<file path="config.mk">
export PLATFORM = sky130hd
export DESIGN_NAME = imem_loadable
export DESIGN_NICKNAME = d
export VERILOG_FILES = /design/src/rtl/imem_loadable.sv
export SDC_FILE = /design/constraint.sdc
export NUM_CORES = 2
export LEC_CHECK = 0
export BUFFER_PORTS_ARGS = -buffer_cell sky130_fd_sc_hd__buf_2
export CAP_MARGIN = 10
export CORE_ASPECT_RATIO = 1.2
export CORE_MARGIN = 2
export CORE_UTILIZATION = 59
export DETAILED_ROUTE_END_ITERATION = 8
export PLACE_DENSITY_LB_ADDON = 0.08
export SLEW_MARGIN = 20
export SYNTH_ARGS = -nofsm -noshare
export SYNTH_HDL_FRONTEND = slang
export SYNTH_SLANG_ARGS = --single-unit
</file>
<file path="constraint.sdc">
create_clock -name clk -period 4.99 [get_ports clk]
set_input_delay 0.998 -clock clk [delete_from_list [all_inputs] [get_ports clk]]
set_output_delay 0.998 -clock clk [all_outputs]
set_load 0.02 [all_outputs]
</file>
<file path="src/rtl/imem_loadable.sv">
// Loadable instruction memory: NOP-cleared after reset, filled through a valid/ready load port,
// read through a one-cycle-latency fetch port with fault reporting. Optional counters: IMEM_PERF_CNT_EN.
module imem_loadable #(
  parameter int              XLEN       = 32,
  parameter int              DEPTH      = 64,
  parameter int              ADDR_W     = 32,
  parameter logic [XLEN-1:0] FILL_INSTR = 32'h00000013
) (
  input  logic              clk,
  input  logic              reset,
  input  logic              load_start,
  input  logic              load_valid,
  input  logic [XLEN-1:0]   load_data,
  input  logic              load_last,
  output logic              load_ready,
  output logic              load_done,
  input  logic              fetch_req,
  input  logic [ADDR_W-1:0] fetch_addr,
  output logic              fetch_ready,
  output logic              rsp_valid,
  output logic [XLEN-1:0]   rsp_instr,
  output logic [1:0]        rsp_fault,
`ifdef IMEM_PERF_CNT_EN
  output logic [31:0]       fetch_count,
  output logic [31:0]       fault_count,
`endif
  output logic              busy
);

  localparam int IDX_W = $clog2(DEPTH);

  typedef enum logic [1:0] {
    ST_CLEAR,
    ST_IDLE,
    ST_LOAD
  } state_t;

  state_t            r_state;
  state_t            w_nextState;
  logic [IDX_W-1:0]  r_clearPtr;
  logic [IDX_W-1:0]  r_loadPtr;
  logic [XLEN-1:0]   r_mem [DEPTH];

  logic              w_fetchAccept;
  logic              w_loadAccept;
  logic              w_loadEnd;
  logic              w_loadEnter;
  logic              w_misaligned;
  logic              w_outOfRange;
  logic [ADDR_W-1:0] w_wordIdx;
  logic [IDX_W-1:0]  w_memIdx;
  logic              w_memWe;
  logic [IDX_W-1:0]  w_memWaddr;
  logic [XLEN-1:0]   w_memWdata;

  assign w_wordIdx     = fetch_addr >> 2;
  assign w_memIdx      = w_wordIdx[IDX_W-1:0];
  assign w_misaligned  = (fetch_addr[1:0] != 2'b00);
  assign w_outOfRange  = (w_wordIdx >= ADDR_W'(DEPTH));
  assign w_fetchAccept = fetch_req && (r_state == ST_IDLE);
  assign w_loadAccept  = load_valid && (r_state == ST_LOAD);
  assign w_loadEnd     = load_last || (r_loadPtr == IDX_W'(DEPTH - 1));
  assign w_loadEnter   = load_start && (r_state == ST_IDLE);

  always_comb begin
    w_nextState = r_state;
    fetch_ready = 1'b0;
    load_ready  = 1'b0;
    load_done   = 1'b0;
    busy        = 1'b1;
    case (r_state)
      ST_CLEAR: begin
        if (r_clearPtr == IDX_W'(DEPTH - 1)) begin
          w_nextState = ST_IDLE;
        end
      end
      ST_IDLE: begin
        fetch_ready = 1'b1;
        busy        = 1'b0;
        if (load_start) begin
          w_nextState = ST_LOAD;
        end
      end
      ST_LOAD: begin
        load_ready = 1'b1;
        if (load_valid && w_loadEnd) begin
          load_done   = 1'b1;
          w_nextState = ST_IDLE;
        end
      end
      default: w_nextState = ST_CLEAR;
    endcase
  end

  always_ff @(posedge clk or negedge reset) begin
    if (!reset) begin
      r_state    <= ST_CLEAR;
      r_clearPtr <= '0;
      r_loadPtr  <= '0;
    end else begin
      r_state <= w_nextState;
      if (r_state == ST_CLEAR) begin
        r_clearPtr <= r_clearPtr + IDX_W'(1);
      end
      if (w_loadEnter) begin
        r_loadPtr <= '0;
      end else if (w_loadAccept) begin
        r_loadPtr <= r_loadPtr + IDX_W'(1);
      end
    end
  end

  // Single write port shared by the clear sweep and the loader; held off while reset is asserted.
  always_comb begin
    w_memWe    = 1'b0;
    w_memWaddr = r_clearPtr;
    w_memWdata = FILL_INSTR;
    if (reset) begin
      if (r_state == ST_CLEAR) begin
        w_memWe = 1'b1;
      end else if (w_loadAccept) begin
        w_memWe    = 1'b1;
        w_memWaddr = r_loadPtr;
        w_memWdata = load_data;
      end
    end
  end

  always_ff @(posedge clk) begin
    if (w_memWe) begin
      r_mem[w_memWaddr] <= w_memWdata;
    end
  end

  always_ff @(posedge clk or negedge reset) begin
    if (!reset) begin
      rsp_valid <= 1'b0;
      rsp_instr <= FILL_INSTR;
      rsp_fault <= 2'b00;
    end else begin
      rsp_valid <= w_fetchAccept;
      if (w_fetchAccept) begin
        rsp_fault <= {w_outOfRange, w_misaligned};
        rsp_instr <= (w_outOfRange || w_misaligned) ? FILL_INSTR : r_mem[w_memIdx];
      end
    end
  end

`ifdef IMEM_PERF_CNT_EN
  // Entering LOAD wins over a fetch accepted in the same cycle, so counters start at zero.
  always_ff @(posedge clk or negedge reset) begin
    if (!reset) begin
      fetch_count <= '0;
      fault_count <= '0;
    end else if (w_loadEnter) begin
      fetch_count <= '0;
      fault_count <= '0;
    end else if (w_fetchAccept) begin
      fetch_count <= fetch_count + 32'd1;
      if (w_outOfRange || w_misaligned) begin
        fault_count <= fault_count + 32'd1;
      end
    end
  end
`endif

endmodule

</file>
Word level (Yosys, flattened, before mapping)
Memories as Yosys holds them, arrays and structs flattened.
Cells that the tools add are included.

word-level totals
  output and inout bits = 39
  input bits = 70
  bits in writable memories = 2048
  word-level logic and storage cells = 50
  memories kept = 1
  register bits = 49

memory list
  memory  depth  bits a word  read ports  clocked after memory_dff  write ports  line  text
  r_mem   64     32           1           0                         1            42    logic [XLEN-1:0] r_mem [DEPTH];

operators by class
  $add $sub $neg = 2
  order comparisons = 1
  mux-type cells = 23
  reduce and logical (&&, ||, !) cells = 10
  equal/unequal tests = 7

operators by type and width
  operator                                                            count
  2-to-1 mux 32 bit                                                   4
  greater-or-equal comparator 30 x 7 -> 1 bit, second input constant  1
  2-to-1 mux 6 bit                                                    5
  adder 6 x 1 -> 6 bit, second input constant                         2
  equality test 6 bit, second input constant                          2
  2-to-1 mux 1 bit                                                    10
  2-to-1 mux 2 bit                                                    3
  one-hot mux 2 bit (3 select lines)                                  1
  logical AND 1 bit                                                   4
  != test 2 bit, second input constant                                2
  nonzero test 2 bit                                                  2
  AND reduction 3 bit                                                 1
  equality test 2 x 1 -> 1 bit, second input constant                 1
  equality test 2 bit, second input constant                          1
  zero test 2 bit                                                     1
  logical OR 1 bit                                                    2
  != test 2 x 1 -> 1 bit, second input constant                       1

Logic depth before layout (Yosys ltp)
  word-level depth = 7
  mapped depth = 13
  mapped depth without buffers = 8

Worst setup path before layout
No wires, ideal clock.

  kind = input to register
  start = input load_valid
  end = memory r_mem[15][0] (enable)
  data arrival time = 3.647 ns
  stages on the path = 9
  path slack = 0.921 ns
  path through = and3b_1 buf_2 and2_1 clkbuf_1 clkbuf_1 nand3_1 nand2_1 nand2_1 nor2_1

on the way
  longest elaborated chain between the ends = 6
  elaborated cells on any way between the ends = 9
  those cells by class = mux (8); reduce/logical (1)

RTL lines
  what                                    line  text
  from (decl)                             12    input logic load_valid,
  logical AND 1 bit (*)                   61    assign w_loadAccept = load_valid && (r_state == ST_LOAD);
  2-to-1 mux 1 bit                        121   end else if (w_loadAccept) begin
  2-to-1 mux 1 bit                        119   if (r_state == ST_CLEAR) begin
  2-to-1 mux 1 bit                        118   if (reset) begin
  2-to-1 mux 1 bit                        130   if (w_memWe) begin
  2-to-1 mux 1 bit (not written as such)  131   r_mem[w_memWaddr] <= w_memWdata;
  to (decl)                               42

Mark *: on every way between the ends. The rest lies on a longest branch, timed or not.

Worst setup path after layout
  start = input reset
  end = memory r_mem[7][10], data pin

on the way
  longest elaborated chain between the ends = 1

RTL lines
  what                      line  text
  from (decl)               10    input logic reset,
  2-to-1 mux 32 bit         118
  named net w_memWdata[10]  54    logic [XLEN-1:0] w_memWdata;

The timed path passes the listed nets, and every way through them passes these cells.

==> flow_summary.toml <==
[timing]
finalMaxSlewViolations = 0
setup_viol = 0
fmax_ghz = 0.271
post-route-period-util_pct = 74.0
grt_setup_unrepaired = "no"
clock_skew_ns = 0.0257
slew_headroom_pct = 16.8
worst_pin_slew_ns = 1.24
finalCriticalPeriod_ns = 3.69
finalSetupTns_ns = 0
finalHoldViolations = 0

[route]
first_iter_violations = 5737
wirelength_mm = 225
vias_per_cell = 6.92
vias = 41900
postRouteAntennaNets = 0
wl_per_cell_um = 37.1
first_pass_iters = 5
drc = 0

[pwr]
ir_drop_v = 0.000332
pwr_density_cell_nw_per_um2 = 418
power.leakage_nw = 28.7

[global_routing]
track_usage_pct = 32.5
grt_max_degree = 71
grt_pass1_wl_mm = 315
antenna_found_initial = 5
gr-total-overflow = 0
grt_pass1_vias = 42500

[clock_network]
clock_path_buffers = 3
ctsHoldBuffers = 1
cts_resized = 0
clk_latency_ns = 0.84
root_buffer = "clkbuf_16"
cts_inserted_buffers = 195
cts_tree = "done"
clock_sinks = 2097
cts.clk_slew.worst_paths_ns = 0.06
htreeDepth = 4
post-cts-setup-buffers = 0

[worst_setup_path]
r2r_cells = 6
cp-startpoint = "reset"
crit_fanout = 47
critPathMaxStageDelay_ns = 0.78
cp_slowest_cell = "and3_2"
r2r-end = "r_mem[18][31]"
cp-start-kind = "input port"
worstSetupPathType = "input port to flop"
path_common_cell = "buf_4"
end_kind = "flop"
arrival_ns = 4.25
path_cells = "dlygate4sd3_1 -> buf_4 -> buf_4 -> buf_4 -> and3_2 -> buf_4"
r2r_setup_slack_ns = 1.53
r2r-start = "r_state[0]"
worst_ep_required_time_ns = 5.55

[floorplanning]
fp.dieW_um = 342
die_y_um = 410
core_um2 = 136000
boundaryPins = 109
fp-row-count = 148
die_area_um2 = 140000
start_util_pct = 59.6

[synthesis]
async_reset_ff_share_pct = 2.34
syn_avg_cell_area_um2 = 21.3
synth_edf_count = 2048
syn_nets = 3867
ys_ff_latch = 2097
synth_warnings = 0
syn_area_um2 = 81000
netlist_instances = 3795
yosysSeqAreaShare_pct = 77.5
ys_types = 61
ys.flop_type = "edfxtp_1"

[place]
gp_congestion = 0.877
place_area_um2 = 85300
io_buffers = 108
hpwlAfterDp_mm = 132

[worst_hold_path]
worstHoldEndpoint = "r_state[0]"
holdPathStages = 2
hp-class = "input port to flop"
worstHoldStart = "load_start"

[layout]
fin_nets = 4162
postLayoutCoreUtil_pct = 67.5
synthToLayoutAreaGrowth_pct = 13.2
drive_above_1_share_pct = 27.6
final_cell_area_um2 = 91700

[run_status]
status = "complete, no violations"

[job]
drv_cap = 0
==> worst max-delay path, delay by kind of cell <==
family	cells	cell delay (ns)
buffers and inverters	5	2.36
and+or+nand+nor	1	0.78
==> area by class of cell <==
| class | count | area [um2] |
|---|---|---|
| clock inverter | 97 | 950 |
| clock buffer | 268 | 5410 |
| tap | 1800 | 2250 |
| fill | 8561 | 44200 |
| inverter | 8 | 30.0 |
| timing repair buffer | 310 | 2680 |
| antenna | 3 | 7.51 |
| multi-input combinational | 1478 | 17600 |
| sequential | 2097 | 62700 |
==> cells in the final DEF, fill, tap and decap left out, types with 20 or more instances in the layout <==
cell	Yosys	routed
a211oi_1	34	34
a21oi_1	48	48
a22oi_1	80	80
and3_2	0	24
buf_12	0	46
buf_2	71	102
buf_4	35	157
clkbuf_1	60	54
clkbuf_16	0	201
clkinv_1	0	34
clkinv_2	0	35
dfrtp_1	46	46
edfxtp_1	2048	2048
mux2_2	22	22
mux2i_1	196	196
mux4_2	450	450
nand2_1	160	157
nand3_1	43	43
nor2_1	103	37
nor2_4	0	64
nor2b_1	30	27
nor3_1	20	20
o21ai_0	30	30
o22ai_1	23	23
==> kinds of logic (layout without fill, tap and decap cells) <==
kind of cell / count (synthesis) / in the layout / share of synthesized area [%]
fa+ha+maj: 2 / 2 / 0.0309
mux: 668 / 668 / 15.2
other cells: 0 / 3 / 0
buf+inv: 220 / 683 / 1.46
flops: 2097 / 2097 / 77.5
xor+xnor: 9 / 9 / 0.0973
compound gates: 340 / 340 / 3.02
simple gates: 459 / 459 / 2.67
==> report_power, final <==
group          internal [W]  switching (W)  leakage [nW]
Sequential           0.0201       0.000265          18.3
Combinational      0.000993        0.00218          7.24
Clock               0.00846        0.00635          3.12
Total                0.0295        0.00879          28.7
==> metal layers <==
layer	up-vias	track usage, %	wire (um)
li1	16500	-	-
met1	22300	43.8	80300
met2	2724	51.7	110000
met3	442	6.44	23300
met4	0	15.6	11700
met5	-	0	0
==> metrics by stage <==
| step | hold WS (ns) | std cells | total power, W | setup WS, ns |
|---|---|---|---|---|
| floorplan | 0.482 | 3795 | 0.0223 | 0.921 |
| global placement | 0.481 | 5692 | 0.0237 | 0.596 |
| detailed placement | 0.481 | 5692 | 0.0239 | 0.642 |
| CTS | 0.371 | 6058 | 0.0384 | 1.30 |
| global route | 0.392 | 6058 | 0.0393 | 1.20 |
| finish | 0.406 | 6061 | 0.0383 | 1.30 |
==> cells in the mapped netlist (all sizes together), types with 3 or more instances <==
cell | count | area share [%]
and3 | 35 | 0.27
a221o | 4 | 0.049
o211ai | 12 | 0.11
and4b | 4 | 0.049
a21oi | 48 | 0.30
a31oi | 12 | 0.093
mux2 | 22 | 0.31
nand3b | 9 | 0.083
o22a | 3 | 0.032
a22o | 17 | 0.18
buf | 152 | 1.1
dfstp | 3 | 0.097
nor2b | 30 | 0.23
a211o | 3 | 0.032
o2111ai | 11 | 0.12
o21ai | 30 | 0.19
nand2 | 160 | 0.74
a2111oi | 8 | 0.087
a211oi | 34 | 0.32
a22oi | 80 | 0.74
or2 | 4 | 0.031
o22ai | 23 | 0.18
nand4 | 14 | 0.11
nor2 | 104 | 0.49
mux2i | 196 | 2.4
xor2 | 5 | 0.054
inv | 8 | 0.037
nand2b | 14 | 0.11
or3 | 4 | 0.031
nor4 | 6 | 0.046
o311ai | 6 | 0.065
edfxtp | 2048 | 76
and2 | 9 | 0.070
mux4 | 450 | 13
nand3 | 43 | 0.27
dfrtp | 46 | 1.4
o31ai | 5 | 0.046
xnor2 | 4 | 0.043
a221oi | 19 | 0.21
clkbuf | 60 | 0.28
o221ai | 11 | 0.12
nor3 | 20 | 0.12
o2bb2ai | 3 | 0.032
==> how the worst max path moves through the flow <==
stage,end,cells past startpoint,slack [ns]
2_1_floorplan,r_mem[15][0],9,0.92
3_3_place_gp,rsp_instr[3],7,0.60
3_5_place_dp,rsp_instr[3],7,0.64
4_1_cts,r_mem[4][26],5,1.30
5_1_grt,r_mem[18][14],7,1.20
6_report,r_mem[7][10],6,1.30
==> flip-flops by register name (all words and copies together), names as in the netlist <==
| signal | cells |
|---|---|
| r_mem | 2048 |
| rsp_instr | 32 |
| r_clearPtr | 6 |
| r_loadPtr | 6 |
| r_state | 2 |
| rsp_fault | 2 |
| rsp_valid | 1 |
Power figures use the tool's default switching activity.
